`config.mk`:
```
export PLATFORM = sky130hd
export DESIGN_NAME = key_tracker
export DESIGN_NICKNAME = d
export VERILOG_FILES = /design/src/rtl/key_tracker_pkg.sv /design/src/rtl/key_event_fifo.sv /design/src/rtl/key_tracker.sv
export SDC_FILE = /design/constraint.sdc
export NUM_CORES = 1
export LEC_CHECK = 0
export ABC_AREA = 1
export ABC_CLOCK_PERIOD_IN_PS = 29700
export BUFFER_PORTS_ARGS = -buffer_cell sky130_fd_sc_hd__buf_2
export CAP_MARGIN = 5
export CORE_MARGIN = 4
export CORE_UTILIZATION = 40
export DETAILED_ROUTE_END_ITERATION = 6
export SETUP_SLACK_MARGIN = 0.5
export SYNTH_ARGS = -nofsm -noshare
export SYNTH_HDL_FRONTEND = slang
export SYNTH_HIERARCHICAL = 1
export SYNTH_SLANG_ARGS = --single-unit
```
`constraint.sdc`:
```
create_clock -name clk -period 29.7 [get_ports clk]
set_input_delay 8.91 -clock clk [delete_from_list [all_inputs] [get_ports clk]]
set_output_delay 8.91 -clock clk [all_outputs]
set_load 0.02 [all_outputs]
```
`src/rtl/key_tracker_pkg.sv`:
```
`default_nettype none
// ============================================================================
//  Module      : key_tracker_pkg
//  Description : Shared definitions for the keyboard key-state tracker:
//                scan-code prefix bytes, modifier key codes, parser state
//                encodings, the Pause skip length and a bitmap index helper.
//  Ports       : none (package)
//  Revision    : 1.0 - initial release
// ============================================================================
package key_tracker_pkg;

    // Scan-code prefix bytes
    localparam logic [7:0] c_PFX_E0 = 8'hE0;  // extended key follows
    localparam logic [7:0] c_PFX_E1 = 8'hE1;  // Pause sequence follows
    localparam logic [7:0] c_PFX_F0 = 8'hF0;  // break (release) follows

    // Modifier key codes (set 2)
    localparam logic [7:0] c_KEY_LALT   = 8'h11;
    localparam logic [7:0] c_KEY_LSHIFT = 8'h12;
    localparam logic [7:0] c_KEY_LCTRL  = 8'h14;
    localparam logic [7:0] c_KEY_CAPS   = 8'h58;
    localparam logic [7:0] c_KEY_RSHIFT = 8'h59;

    // Parser FSM state encodings
    localparam int         c_ST_W      = 3;
    localparam logic [2:0] c_ST_IDLE   = 3'd0;
    localparam logic [2:0] c_ST_EXT    = 3'd1;
    localparam logic [2:0] c_ST_BRK    = 3'd2;
    localparam logic [2:0] c_ST_EXTBRK = 3'd3;
    localparam logic [2:0] c_ST_SKIP   = 3'd4;

    // Bytes swallowed after the E1 that opens the Pause sequence
    localparam int         c_SKIP_W     = 3;
    localparam logic [2:0] c_PAUSE_SKIP = 3'd7;

    // Bitmap index is {ext, code[6:0]}; codes with bit7 set never reach it
    function automatic logic [7:0] key_index(input logic ext, input logic [6:0] code);
        return {ext, code};
    endfunction

endpackage
`default_nettype wire

```
`src/rtl/key_event_fifo.sv`:
```
`default_nettype none
// ============================================================================
//  Module      : key_event_fifo
//  Description : Synchronous FIFO for key make events. A push while full is
//                accepted only when a pop happens on the same edge; a pop
//                while empty is ignored.
//  Ports       : clk, rst          - clock, asynchronous active-high reset
//                i_push/i_push_data - write strobe and data
//                i_pop              - read strobe (head advances)
//                o_head             - current head entry
//                o_full/o_empty     - occupancy flags
//  Revision    : 1.0 - initial release
// ============================================================================
module key_event_fifo #(
    parameter int DEPTH = 8,
    parameter int WIDTH = 8
) (
    input  logic             clk,
    input  logic             rst,
    input  logic             i_push,
    input  logic [WIDTH-1:0] i_push_data,
    input  logic             i_pop,
    output logic [WIDTH-1:0] o_head,
    output logic             o_full,
    output logic             o_empty
);

    localparam int            c_AW      = $clog2(DEPTH);
    localparam logic [c_AW:0] c_PTR_ONE = 1;

    // Pointers carry one extra wrap bit to tell full from empty
    logic [c_AW:0]     r_wr_ptr;
    logic [c_AW:0]     r_rd_ptr;
    logic [WIDTH-1:0]  r_mem [DEPTH];
    logic              w_do_pop;
    logic              w_do_push;

    assign o_empty   = (r_wr_ptr == r_rd_ptr);
    assign o_full    = (r_wr_ptr[c_AW] != r_rd_ptr[c_AW]) &&
                       (r_wr_ptr[c_AW-1:0] == r_rd_ptr[c_AW-1:0]);
    assign w_do_pop  = i_pop && !o_empty;
    assign w_do_push = i_push && (!o_full || w_do_pop);
    assign o_head    = r_mem[r_rd_ptr[c_AW-1:0]];

    always_ff @(posedge clk or posedge rst) begin
        if (rst) begin
            r_wr_ptr <= '0;
            r_rd_ptr <= '0;
        end else begin
            if (w_do_push) r_wr_ptr <= r_wr_ptr + c_PTR_ONE;
            if (w_do_pop)  r_rd_ptr <= r_rd_ptr + c_PTR_ONE;
        end
    end

    // Storage is cleared so the head reads zero after reset
    always_ff @(posedge clk or posedge rst) begin
        if (rst) begin
            for (int i = 0; i < DEPTH; i++) r_mem[i] <= '0;
        end else if (w_do_push) begin
            r_mem[r_wr_ptr[c_AW-1:0]] <= i_push_data;
        end
    end

endmodule
`default_nettype wire

```
`src/rtl/key_tracker.sv`:
```
`default_nettype none
// ============================================================================
//  Module      : key_tracker
//  Description : Parses a PS/2 set-2 scan-code byte stream (E0/F0/E1
//                prefixes), keeps a 256-bit pressed-key bitmap, counts fresh
//                makes, derives shift/ctrl/alt/caps and queues fresh make
//                events as {ext, code[6:0]}.
//  Ports       : clk, clr            - clock, asynchronous active-high reset
//                in_valid, in_data   - received byte strobe and value
//                press_cnt           - wrapping count of fresh makes
//                shift, ctrl, alt    - modifier held flags
//                caps                - Caps Lock toggle state
//                evt_valid/evt_data/evt_ready - event queue handshake
//                overflow            - sticky, event dropped on full queue
//  Revision    : 1.0 - initial release
// ============================================================================
module key_tracker
    import key_tracker_pkg::*;
#(
    parameter int CNT_W = 8,
    parameter int DEPTH = 8
) (
    input  logic             clk,
    input  logic             clr,
    input  logic             in_valid,
    input  logic [7:0]       in_data,
    output logic [CNT_W-1:0] press_cnt,
    output logic             shift,
    output logic             ctrl,
    output logic             alt,
    output logic             caps,
    output logic             evt_valid,
    output logic [7:0]       evt_data,
    input  logic             evt_ready,
    output logic             overflow
);

    localparam logic [7:0] c_IDX_LSHIFT = {1'b0, c_KEY_LSHIFT[6:0]};
    localparam logic [7:0] c_IDX_RSHIFT = {1'b0, c_KEY_RSHIFT[6:0]};
    localparam logic [7:0] c_IDX_LCTRL  = {1'b0, c_KEY_LCTRL[6:0]};
    localparam logic [7:0] c_IDX_RCTRL  = {1'b1, c_KEY_LCTRL[6:0]};
    localparam logic [7:0] c_IDX_LALT   = {1'b0, c_KEY_LALT[6:0]};
    localparam logic [7:0] c_IDX_RALT   = {1'b1, c_KEY_LALT[6:0]};
    localparam logic [7:0] c_IDX_CAPS   = {1'b0, c_KEY_CAPS[6:0]};

    logic [c_ST_W-1:0]   r_state;
    logic [c_ST_W-1:0]   w_state_nxt;
    logic [c_SKIP_W-1:0] r_skip_cnt;
    logic                w_key_byte;
    logic                w_key_ext;
    logic                w_key_brk;
    logic                w_key_valid;
    logic [7:0]          w_idx;
    logic                w_fresh;
    logic [255:0]        r_bitmap;
    logic [CNT_W-1:0]    r_press_cnt;
    logic                r_caps;
    logic                r_shift;
    logic                r_ctrl;
    logic                r_alt;
    logic                r_overflow;
    logic                w_fifo_full;
    logic                w_fifo_empty;
    logic                w_pop;

    // ---------------- Parser FSM: state register ----------------
    always_ff @(posedge clk or posedge clr) begin
        if (clr) r_state <= c_ST_IDLE;
        else     r_state <= w_state_nxt;
    end

    // ---------------- Parser FSM: next state ----------------
    always_comb begin
        w_state_nxt = r_state;
        if (in_valid) begin
            case (r_state)
                c_ST_IDLE: begin
                    if      (in_data == c_PFX_E0) w_state_nxt = c_ST_EXT;
                    else if (in_data == c_PFX_F0) w_state_nxt = c_ST_BRK;
                    else if (in_data == c_PFX_E1) w_state_nxt = c_ST_SKIP;
                    else                          w_state_nxt = c_ST_IDLE;
                end
                c_ST_EXT: begin
                    if (in_data == c_PFX_F0) w_state_nxt = c_ST_EXTBRK;
                    else                     w_state_nxt = c_ST_IDLE;
                end
                // Leave once this byte takes the counter to zero
                c_ST_SKIP: begin
                    if (r_skip_cnt <= c_SKIP_W'(1)) w_state_nxt = c_ST_IDLE;
                end
                default: w_state_nxt = c_ST_IDLE;
            endcase
        end
    end

    // ---------------- Parser FSM: outputs ----------------
    always_comb begin
        w_key_byte = 1'b0;
        w_key_ext  = 1'b0;
        w_key_brk  = 1'b0;
        if (in_valid) begin
            case (r_state)
                c_ST_IDLE: begin
                    w_key_byte = (in_data != c_PFX_E0) && (in_data != c_PFX_F0) &&
                                 (in_data != c_PFX_E1);
                end
                c_ST_EXT: begin
                    w_key_byte = (in_data != c_PFX_F0);
                    w_key_ext  = 1'b1;
                end
                c_ST_BRK: begin
                    w_key_byte = 1'b1;
                    w_key_brk  = 1'b1;
                end
                c_ST_EXTBRK: begin
                    w_key_byte = 1'b1;
                    w_key_ext  = 1'b1;
                    w_key_brk  = 1'b1;
                end
                default: begin
                    w_key_byte = 1'b0;
                end
            endcase
        end
    end

    // Acks, errors and 00 are key-position bytes that are simply dropped
    assign w_key_valid = w_key_byte && !in_data[7] && (in_data != 8'h00);
    assign w_idx       = key_index(w_key_ext, in_data[6:0]);
    assign w_fresh     = w_key_valid && !w_key_brk && !r_bitmap[w_idx];
    assign w_pop       = evt_ready && !w_fifo_empty;

    // Pause skip counter
    always_ff @(posedge clk or posedge clr) begin
        if (clr) begin
            r_skip_cnt <= '0;
        end else if (in_valid) begin
            if (r_state == c_ST_IDLE && in_data == c_PFX_E1)
                r_skip_cnt <= c_PAUSE_SKIP;
            else if (r_state == c_ST_SKIP && r_skip_cnt != '0)
                r_skip_cnt <= r_skip_cnt - c_SKIP_W'(1);
        end
    end

    // Bitmap, press counter, caps and overflow
    always_ff @(posedge clk or posedge clr) begin
        if (clr) begin
            r_bitmap    <= '0;
            r_press_cnt <= '0;
            r_caps      <= 1'b0;
            r_overflow  <= 1'b0;
        end else begin
            if (w_fresh) begin
                r_bitmap[w_idx] <= 1'b1;
                r_press_cnt     <= r_press_cnt + CNT_W'(1);
                if (w_idx == c_IDX_CAPS) r_caps <= ~r_caps;
                if (w_fifo_full && !w_pop) r_overflow <= 1'b1;
            end else if (w_key_valid && w_key_brk) begin
                r_bitmap[w_idx] <= 1'b0;
            end
        end
    end

    // Modifiers sample the bitmap, so they trail it by one edge
    always_ff @(posedge clk or posedge clr) begin
        if (clr) begin
            r_shift <= 1'b0;
            r_ctrl  <= 1'b0;
            r_alt   <= 1'b0;
        end else begin
            r_shift <= r_bitmap[c_IDX_LSHIFT] | r_bitmap[c_IDX_RSHIFT];
            r_ctrl  <= r_bitmap[c_IDX_LCTRL]  | r_bitmap[c_IDX_RCTRL];
            r_alt   <= r_bitmap[c_IDX_LALT]   | r_bitmap[c_IDX_RALT];
        end
    end

    key_event_fifo #(
        .DEPTH (DEPTH),
        .WIDTH (8)
    ) u_fifo (
        .clk         (clk),
        .rst         (clr),
        .i_push      (w_fresh),
        .i_push_data (w_idx),
        .i_pop       (w_pop),
        .o_head      (evt_data),
        .o_full      (w_fifo_full),
        .o_empty     (w_fifo_empty)
    );

    assign press_cnt = r_press_cnt;
    assign shift     = r_shift;
    assign ctrl      = r_ctrl;
    assign alt       = r_alt;
    assign caps      = r_caps;
    assign overflow  = r_overflow;
    assign evt_valid = !w_fifo_empty;

endmodule
`default_nettype wire

```
==> summary.md, run 1 <==
| Metric | Value |
|---|---|
| Status | `finished, final reports clean` |
| Maxcap violations | `0` |
| Mux cell area share after synthesis | `0%` |
| Sequential element share of the synthesized area | `between 40% and 50%` |
| CP Buf/Inv Count | `5` |
| Row cnt | `77` |
| Total CTS buffers | `42` |
| Setup TNS | `0 ns` |
| Gr usage total | `a little under a quarter` |
| Worst Path Max Fanout | `between 100 and 150` |
| Routed len/inst | `around 20 um` |
| Gpl congestion | `a little over 0.8` |
| Switch share | `roughly a third` |
| DR pass1 iterations | `7` |
| GRT overflow | `0` |
| Crit-path cells | `buf_4 > buf_4 > inv_2 > nand2_1 > nand2_1 > nand2_1 > nand2_1 > nand2_1 > nand2_1 > nor2_1 > nor2_1 > nor2_1 > nand2_1 > nand2_1 > nand2_1 > nor2_2 > nand2_8 > inv_2 > buf_4 > nand3_1 > nand2_1 > nand2_1` |
| Critical path data arrival time | `14.31 ns` |
| Largest net degree at the start of global routing | `roughly 120` |
| Iteration-0 DRC Markers | `1886` |
| Drt drc | `0` |
| Vias per std cell | `5.561` |
| Layout Nets | `approximately 2300` |
| First-pass GRT wire length | `between 90 and 100 mm` |
| Final ANT Viol Nets | `0` |
| Worst Setup Path Type | `primary input to flop` |
| Leakage | `around 9 nW` |
| Ports | `34` |
| # resized after CTS | `0` |
| Unrepaired setup endpoints after global routing | `no` |
| Hold Violations, Final | `0` |
| Post-synth EDFFs | `0` |
| Die area | `about 0.05 sq mm` |
| Slowest CP cell | `buf_4` |
| Switching pwr | `approximately 0.46 mW` |
| Async SR Flop Fraction | `between 90% and 100%` |
| Die width | `221.0 um` |
| Worst r2r src | `r_state[2]` |
| Xor/xnor share of the synthesized area | `less than 1%` |
| Syn_nets | `between 2000 and 2500` |
| CTS tree | `done` |
| Vias post-DR | `about 16000` |
| Synth-to-Final Area Change | `9.460%` |
| Internal | `about 0.95 mW` |
| Critical path's top delay family | `buffers and inverters` |
| Post-CTS Hold Buffers | `0` |
| Main combinational cell family by area after synthesis | `simple AND/OR/NAND/NOR gates` |
| Worst Tran Pin Value | `~1.3 ns` |
| Cell count of the worst reg-to-reg path | `13` |
| Combinational fraction of design power | `approximately 21%` |
| CTS root buf | `clkbuf_16` |
| Synth Instances | `~2400` |
| CP Capture Type | `flop` |
| DP HPWL | `~32 mm` |
| Worst-path clk slew | `~0.050 ns` |
| DRT Wirelength | `between 50 and 60 mm` |
| Rel. slew slack | `roughly an eighth` |
| Initial antenna violation count | `2` |
| H-tree depth | `2` |
| Max stage delay on crit path | `just under 0.8 ns` |
| Fmax | `between 70 and 80 MHz` |
| Top cell by count, worst path | `nand2_1` |
| Synth Area in Simple Gates | `28.58%` |
| PortBufs | `33` |
| CTS Buffer Depth | `3` |
| Flop2flop setup slack | `between 20 and 30 ns` |
| Most frequent cells in the layout | `nand2_1 (894), dfrtp_1 (347), o21ai_0 (317), o21ai_1 (235), nor2_1 (110)` |
| WHS Path Cells | `0` |
| Clk Latency, worst-skew pair | `between 0.5 and 0.6 ns` |
| # setup viols final | `0` |
| Area of the core | `0.04451 sq mm` |
| Initial Util | `between 40 and 50%` |
| Cell area after synthesis | `~0.018 sq mm` |
| Ys Warns | `6` |
| Commonest non-fill, non-tap cell in the layout | `nand2_1` |
| Critical path startpoint category | `primary input` |
| Complex-gate fraction of the synthesized area | `16.14%` |
| Power Density | `70.93 mW/mm^2` |
| Unique masters post-synth | `40` |
| Reg2reg end | `u_fifo/r_mem[47]` |
| Die H | `between 200 and 250 um` |
| Syn Area/Cell | `7.598 sq um` |
| Seq cells post-synth | `roughly 350` |
| # clock sinks | `around 350` |
| Share of cells above drive strength 1 | `under 10%` |
| Clock Power Share | `between 30% and 40%` |
| Worst Hold Class | `flop to flop` |
| Vias in the first global route | `about 16000` |
| Sequential Power Share | `between 40% and 50%` |
| Synth Area in Adders | `less than 1%` |
| Fillcell total | `about 4500` |
| Maximum vdd drop | `around 0.056 mV` |
| Clock Skew | `around 0.023 ns` |
| Most used DFF post-synth | `dfrtp_1` |
| Final Cycle Share | `between 40% and 50%` |
| Fin crit period | `roughly 14 ns` |
| Setup Buffers After CTS | `0` |
| Post-layout util | `around 45%` |
| Fin. max-slew vios | `0` |
| Required time of the critical path | `30.14 ns` |
final cells by class:
class | count | area, sq um | area share [%]
diodes | 2 | 5.005 | 0.02520
clock buffers | 66 | 1313 | 6.608
clock inverters | 11 | 152.6 | 0.7686
inverters | 44 | 180.2 | 0.9071
multi-input cells | 1823 | 8319 | 41.89
flip-flops and latches | 347 | 8683 | 43.72
well taps | 592 | 740.7 | 3.729
repair buffers | 73 | 467.9 | 2.356
per-stage QoR:
stage / hold WS, ns / total power, mW / instance area [sq um] / worst slack, ns / instances
2_1_floorplan: 0.4294 / 0.7944 / 18140 / 13.21 / 2388
5_1_grt: 0.3860 / 1.477 / 19860 / 15.32 / 2958
3_5_place_dp: 0.3683 / 0.8744 / 18390 / 15.34 / 2879
4_1_cts: 0.3806 / 1.419 / 19860 / 15.93 / 2956
6_report: 0.3798 / 1.409 / 19860 / 15.83 / 2958
3_3_place_gp: 0.3653 / 0.8673 / 18390 / 15.41 / 2879
worst register-to-register path, delay by kind of cell (launching register included):
kind	cells	cell delay [ns]
AND/OR/NAND/NOR	7	1.77
buffers and inverters	5	1.36
flip-flops	1	0.44
AO/OA/AOI/OAI	1	0.34
synthesized netlist by cell type, types with 2 or more instances:
cell type,number,area (sq um)
o22ai_1,16,100.1
a21oi_1,2,10.01
o21ai_1,235,1176
nand4_1,100,625.6
a22oi_1,2,15.01
clkbuf_1,84,315.3
or2_2,3,18.77
buf_2,29,145.1
buf_1,17,63.81
inv_4,3,18.77
nand2_1,894,3356
inv_2,5,18.77
nor3_2,7,70.07
dfrtp_1,347,8683
nand2_2,5,31.28
xnor2_1,7,61.31
nor2_1,111,416.7
nand3_4,4,70.07
inv_1,36,135.1
o21bai_1,3,22.52
ha_1,5,62.56
xor2_1,5,43.79
nand3_2,2,20.02
o21ai_0,317,1587
nand3b_1,2,15.01
nand2_4,2,22.52
nand3_1,87,435.4
buf_4,7,52.55
nor3_1,2,10.01
nor2_2,5,31.28
buf_6,35,394.1
metal layers:
layer	vias up	global-route usage, %	wire length, um
li1	7869	-	-
met1	7922	32.32	25660
met2	543	36.35	26650
met3	116	3.220	3595
met4	0	8.879	1914
met5	-	0	0
cell families after synthesis:
| kind of cell | Yosys count |
|---|---|
| adders and majority gates | 5 |
| AOI/OAI and AO/OA | 577 |
| xor gates and xnor gates | 13 |
| buffers and inverters | 218 |
| DFF | 347 |
| and+or+nand+nor | 1228 |
worst max-delay path by stage:
stage / startpoint / to / slack (ns) / cells past startpoint
finish: in_data[0] / u_fifo/r_mem[47] / 15.83 / 22
global route: in_data[0] / u_fifo/r_mem[48] / 15.32 / 22
CTS: in_data[0] / u_fifo/r_mem[51] / 15.93 / 22
detailed placement: in_data[0] / u_fifo/r_mem[51] / 15.34 / 22
global placement: in_data[0] / u_fifo/r_mem[47] / 15.41 / 22
floorplan: clr / asynchronous set/reset pin / 13.21 / 1
power by group through the flow:
| stage | clock, mW | sequential, mW | combinational, mW |
|---|---|---|---|
| 2_1_floorplan | 0 | 0.566 | 0.228 |
| 3_3_place_gp | 0 | 0.583 | 0.285 |
| 3_5_place_dp | 0 | 0.584 | 0.290 |
| 4_1_cts | 0.551 | 0.577 | 0.291 |
| 5_1_grt | 0.570 | 0.584 | 0.323 |
| 6_report | 0.542 | 0.578 | 0.289 |
Note: power is estimated with default switching activity, not from simulation.
==> inputs of run 2 (changes only) <==
- ABC_CLOCK_PERIOD_IN_PS: 29700 -> 12100
- clock period: 29.7 -> 12.1 ns (I/O delays scaled with it)
==> summary.md, run 2 (same netlist as run 1, synthesis figures left out) <==
| Metric | Value |
|---|---|
| Vias in the first global route | `15730 (-0.27%)` |
| Synth-to-Final Area Change | `8.723%` |
| Final Cycle Share | `between 70% and 80%` |
| Setup TNS | `0 ns (unchanged)` |
| Drt drc | `0 (unchanged)` |
| Worst Setup Path Type | `primary input to flop` |
| Required time of the critical path | `12.56 ns (-17.58 ns)` |
| CP Capture Type | `flop` |
| Vias post-DR | `16580 (+0.81%)` |
| CTS tree | `done` |
| Slowest CP cell | `inv_2` |
| Critical path startpoint category | `primary input` |
| Worst Hold Class | `flop to flop` |
| CTS root buf | `clkbuf_16` |
| Gpl congestion | `0.8334 (+1.9%)` |
| Critical path's top delay family | `buffers and inverters` |
| Row cnt | `77 (unchanged)` |
| Final ANT Viol Nets | `0 (unchanged)` |
| Worst Path Max Fanout | `115 (-1.7%)` |
| Rel. slew slack | `11.54% (-0.25 points)` |
| Diode count | `0 (-2)` |
| # clock sinks | `347 (unchanged)` |
| Power Density | `171.8 mW/mm^2 (+140%)` |
| # setup viols final | `0 (unchanged)` |
| DR pass1 iterations | `5 (-2)` |
| Fin crit period | `around 8.5 ns` |
| DRT Wirelength | `57.57 mm (-0.43%)` |
| H-tree depth | `2 (unchanged)` |
| Maximum vdd drop | `0.1572 mV (+180%)` |
| Routed len/inst | `19.54 um (about the same)` |
| Gr usage total | `22.87% (-0.15 points)` |
| Worst-path clk slew | `0.06 ns (about the same)` |
| Crit-path cells | `buf_2 > buf_4 > inv_2 > buf_4 > nor2_4 > buf_4 > nand2_1 > nand3_1 > nand2_1 > nand2_1 > nor2_1 > nor2_1 > nor2_1 > nand2_1 > a21oi_2 > nand2_8 > inv_2 > buf_4 > nand3_1 > nand2_1 > nand2_1` |
| Post-CTS Hold Buffers | `0 (unchanged)` |
| Top cell by count, worst path | `nand2_1` |
| Clock Skew | `0.02557 ns (+0.002077 ns)` |
| Clk Latency, worst-skew pair | `0.58 ns (about the same)` |
| Die width | `221.0 um (unchanged)` |
| First-pass GRT wire length | `91.10 mm (-0.66%)` |
| Unrepaired setup endpoints after global routing | `no` |
| Setup Buffers After CTS | `0 (unchanged)` |
| # resized after CTS | `0 (unchanged)` |
| Fmax | `about 120 MHz` |
| Status | `finished, final reports clean` |
| Ports | `34 (unchanged)` |
| Initial antenna violation count | `2 (unchanged)` |
| Most frequent cells in the layout | `nand2_1 (894), dfrtp_1 (347), o21ai_0 (317), o21ai_1 (235), nor2_1 (110)` |
| Critical path data arrival time | `8.96 ns (-5.35 ns)` |
| Total chip power | `3.389 mW (+140%)` |
| Area of the core | `0.04451 sq mm (unchanged)` |
| Fin. max-slew vios | `0 (unchanged)` |
| Layout Nets | `2342 (-0.26%)` |
| PortBufs | `33 (unchanged)` |
| Total CTS buffers | `41 (-2.4%)` |
| Initial Util | `40.77% (unchanged)` |
| DP HPWL | `32.45 mm (+0.68%)` |
| Share of cells above drive strength 1 | `7.477% (-0.39 points)` |
| Max stage delay on crit path | `0.70 ns (-0.08 ns)` |
| Leakage | `8.876 nW (-0.90%)` |
| CP Buf/Inv Count | `7 (+2)` |
| Hold Violations, Final | `0 (unchanged)` |
| GRT overflow | `0 (unchanged)` |
| Worst Tran Pin Value | `1.322 ns (+0.003731 ns)` |
| Commonest non-fill, non-tap cell in the layout | `nand2_1` |
| Die H | `221.0 um (unchanged)` |
| Vias per std cell | `5.629 (+1.2%)` |
| CTS Buffer Depth | `3 (unchanged)` |
| Iteration-0 DRC Markers | `1769 (-6.2%)` |
| Largest net degree at the start of global routing | `255 (+120%)` |
| Die area | `0.04883 sq mm (unchanged)` |
| Maxcap violations | `0 (unchanged)` |
run 2: changes by cell type in the layout (fill, tap and decap cells not counted):
cell	previous run	this run
clkinv_2	6	3
clkinvlp_4	0	2
buf_12	0	1
bufinv_16	3	2
clkbuf_16	43	41
clkbuf_8	15	12
diode_2	2	0
inv_6	0	1
clkinv_4	0	1
buf_4	41	35
run 2: where the power goes:
part	switching [mW]	internal (mW)	total, mW
Combinational	0.496	0.214	0.711
Sequential	0.121	1.30	1.42
Clock	0.515	0.742	1.26
Total	1.13	2.26	3.39
run 2: per-stage QoR:
stage               util [%]  cells  hold slack [ns]  instance area, sq um  setup slack, ns
global placement       41.26   2874           0.3654                 18370            3.304
floorplan                  -   2388           0.4294                 18140           0.8896
global route           44.32   2946           0.3904                 19730            3.272
CTS                    44.32   2946           0.3817                 19730            3.802
finish                 44.32   2946           0.3793                 19730            3.604
detailed placement     41.26   2874           0.3684                 18370            3.195
run 2: final cells by class:
type                       instances  area (sq um)
timing repair buffer              68         442.9
tap                              592         740.7
clock inverter                    11         140.1
multi-input combinational       1823          8319
sequential                       347          8683
clock buffer                      61          1221
fill                            4530         24780
inverter                          44         180.2
run 2: worst paths after layout:
check,slack (ns),depth (start not counted),startpoint,end
min in group asynchronous,3.27,2,clr,asynchronous set/reset pin
hold reg to reg,0.38,0,flop,flop
max in group asynchronous,7.16,3,clr,asynchronous set/reset pin
setup / recovery,3.60,21,in_data[1],u_fifo/r_mem[43]
hold / removal,0.38,0,flop,flop
setup reg to reg,7.70,13,r_state[2],u_fifo/r_mem[43]
run 2: metal layers:
layer	routed length, um	track usage [%]	share of wire, %
met3	3595	3.101	6.2
met4	1868	7.711	3.2
met1	25690	32.64	45
met2	26410	36.15	46
met5	0	0	0
==> inputs of run 3 (changes only) <==
- ABC_CLOCK_PERIOD_IN_PS: 12100 -> 7500
- clock period: 12.1 -> 7.5 ns (I/O delays scaled with it)
==> summary.md, run 3 (same netlist as run 1, synthesis figures left out) <==
| Metric | Value |
|---|---|
| Met2 Resource Use GR | `36.70% (+0.55 points)` |
| Iteration-0 DRC Markers | `1829 (+3.4%)` |
| Worst Hold Class | `flop to flop` |
| Synth-to-Final Area Change | `9.323%` |
| GR peak layer | `met2` |
| Vias post-DR | `16530 (-0.34%)` |
| CP Capture Type | `flop` |
| Final ANT Viol Nets | `0 (unchanged)` |
| Final Cycle Share | `79.33%` |
| Post-layout util | `44.57% (+0.24 points)` |
| Setup TNS | `0 ns (unchanged)` |
| Clock Skew | `0.02779 ns (+0.002222 ns)` |
| Post-CTS Hold Buffers | `0 (unchanged)` |
| Initial antenna violation count | `1 (-1)` |
| First-pass GRT wire length | `90.29 mm (-0.89%)` |
| Worst-path clk slew | `0.06 ns (about the same)` |
| Routed len/inst | `19.09 um (-2.3%)` |
| PortBufs | `33 (unchanged)` |
| WHS | `0.3776 ns (-0.001717 ns)` |
| Initial Util | `40.77% (unchanged)` |
| Status | `finished, final reports clean` |
| Die H | `221.0 um (unchanged)` |
| CTS root buf | `clkbuf_16` |
| Gr usage total | `22.61% (-0.26 points)` |
| CTS tree | `done` |
| Row cnt | `77 (unchanged)` |
| Die width | `221.0 um (unchanged)` |
| H-tree depth | `2 (unchanged)` |
| Largest net degree at the start of global routing | `169 (-34%)` |
| Worst Path Max Fanout | `97 (-16%)` |
| # resized after CTS | `0 (unchanged)` |
| Drt drc | `0 (unchanged)` |
| Hold Violations, Final | `0 (unchanged)` |
| Gpl congestion | `0.8122 (-2.5%)` |
| CTS Buffer Depth | `3 (unchanged)` |
| Fin. max-slew vios | `0 (unchanged)` |
| Layout Nets | `2355 (+0.56%)` |
| Share of cells above drive strength 1 | `7.816% (+0.34 points)` |
| Vias per std cell | `5.583 (-0.81%)` |
| Vias in the first global route | `15780 (+0.26%)` |
| Ports | `34 (unchanged)` |
| Cell count of the worst reg-to-reg path | `14 (+1)` |
| Maxcap violations | `0 (unchanged)` |
| # setup viols final | `0 (unchanged)` |
| Fin crit period | `a little under 6 ns` |
| Worst r2r src | `u_fifo/r_rd_ptr[0]` |
| WHS Path Cells | `0 (unchanged)` |
| Critical path startpoint category | `primary input` |
| GRT overflow | `0 (unchanged)` |
| Worst Tran Pin Value | `1.242 ns (-0.08033 ns)` |
| Total CTS buffers | `41 (unchanged)` |
| Met1 usage | `31.74% (-0.90 points)` |
| Die area | `0.04883 sq mm (unchanged)` |
| DRT Wirelength | `56.51 mm (-1.8%)` |
| Leakage | `8.938 nW (+0.70%)` |
| Fillcell total | `4493 (-0.82%)` |
| Worst Setup Path Type | `primary input to flop` |
| Clk Latency, worst-skew pair | `0.57 ns (about the same)` |
| Maximum vdd drop | `0.1668 mV (+6.1%)` |
| Unrepaired setup endpoints after global routing | `no` |
| Reg2reg end | `u_fifo/r_mem[47]` |
| Critical path data arrival time | `6.43 ns (-2.53 ns)` |
| Area of the core | `0.04451 sq mm (unchanged)` |
| Met3 usage | `3.419% (+0.32 points)` |
| # clock sinks | `347 (unchanged)` |
| Required time of the critical path | `7.98 ns (-4.58 ns)` |
| Power Density | `273.0 mW/mm^2 (+59%)` |
| Fmax | `between 150 and 200 MHz` |
| Rel. slew slack | `16.92% (+5.4 points)` |
| Setup Buffers After CTS | `0 (unchanged)` |
| DP HPWL | `32.74 mm (+0.89%)` |
| Most frequent cells in the layout | `nand2_1 (894), dfrtp_1 (347), o21ai_0 (317), o21ai_1 (235), nor2_1 (110)` |
| Flop2flop setup slack | `4.02 ns (-3.68 ns)` |
| Commonest non-fill, non-tap cell in the layout | `nand2_1` |
| DR pass1 iterations | `6 (+1)` |
[run 3: stage by stage]
step	instances	cell area [sq um]	worst slack [ns]	total power [mW]
floorplan	2388	18150	1.613	3.146
global placement	2886	18500	1.059	3.434
detailed placement	2886	18500	1.066	3.458
CTS	2958	19820	1.654	5.452
global route	2960	19840	1.252	5.690
finish	2960	19840	1.550	5.415
[run 3: power breakdown]
group          switching [mW]  leakage, nW  internal (mW)
clock network           0.809        0.641           1.18
logic                   0.794         3.59          0.349
registers               0.191         4.71           2.10
total                    1.79         8.94           3.62
[run 3: worst max path at each step]
stage                     startpoint                          to  cells after the start
after floorplan                  clr  asynchronous set/reset pin                      1
after global placement    in_data[1]                press_cnt[6]                     16
after detailed placement  in_data[1]                press_cnt[2]                     16
after CTS                 in_data[1]                press_cnt[5]                     16
after global routing      in_data[1]                press_cnt[5]                     16
final                     in_data[1]                press_cnt[6]                     16
[run 3: metal layers]
metal / share of wire, % / vias up
li1: - / 7884
met1: 44 / 7982
met2: 47 / 590
met3: 6.9 / 71
met4: 1.9 / 0
met5: 0 / -
[run 3: layout make-up]
type / instances / area, sq um / area share (%)
Timing Repair Buffer: 81 / 598.1 / 3.015
Inverter: 44 / 176.4 / 0.8894
Antenna cell: 1 / 2.502 / 0.01262
Clock inverter: 9 / 107.6 / 0.5424
Multi-Input combinational cell: 1823 / 8319 / 41.94
Tap cell: 592 / 740.7 / 3.734
Sequential cell: 347 / 8683 / 43.77
Clock buffer: 63 / 1209 / 6.093
[run 3: worst max-delay path, stage by stage]
cell and delay [ns]:
buf_2 0.57, inv_2 0.42, nor2_4 0.96, nand2_1 0.13, nand4_1 0.13, nand2_1 0.06
nand2_1 0.15, o21bai_1 0.07, nand2_1 0.07, nor2_1 0.04, nor2_1 0.20, nor2_2 0.14
nand2_8 0.09, buf_4 0.82, nand2_1 0.12, o21ai_1 0.12
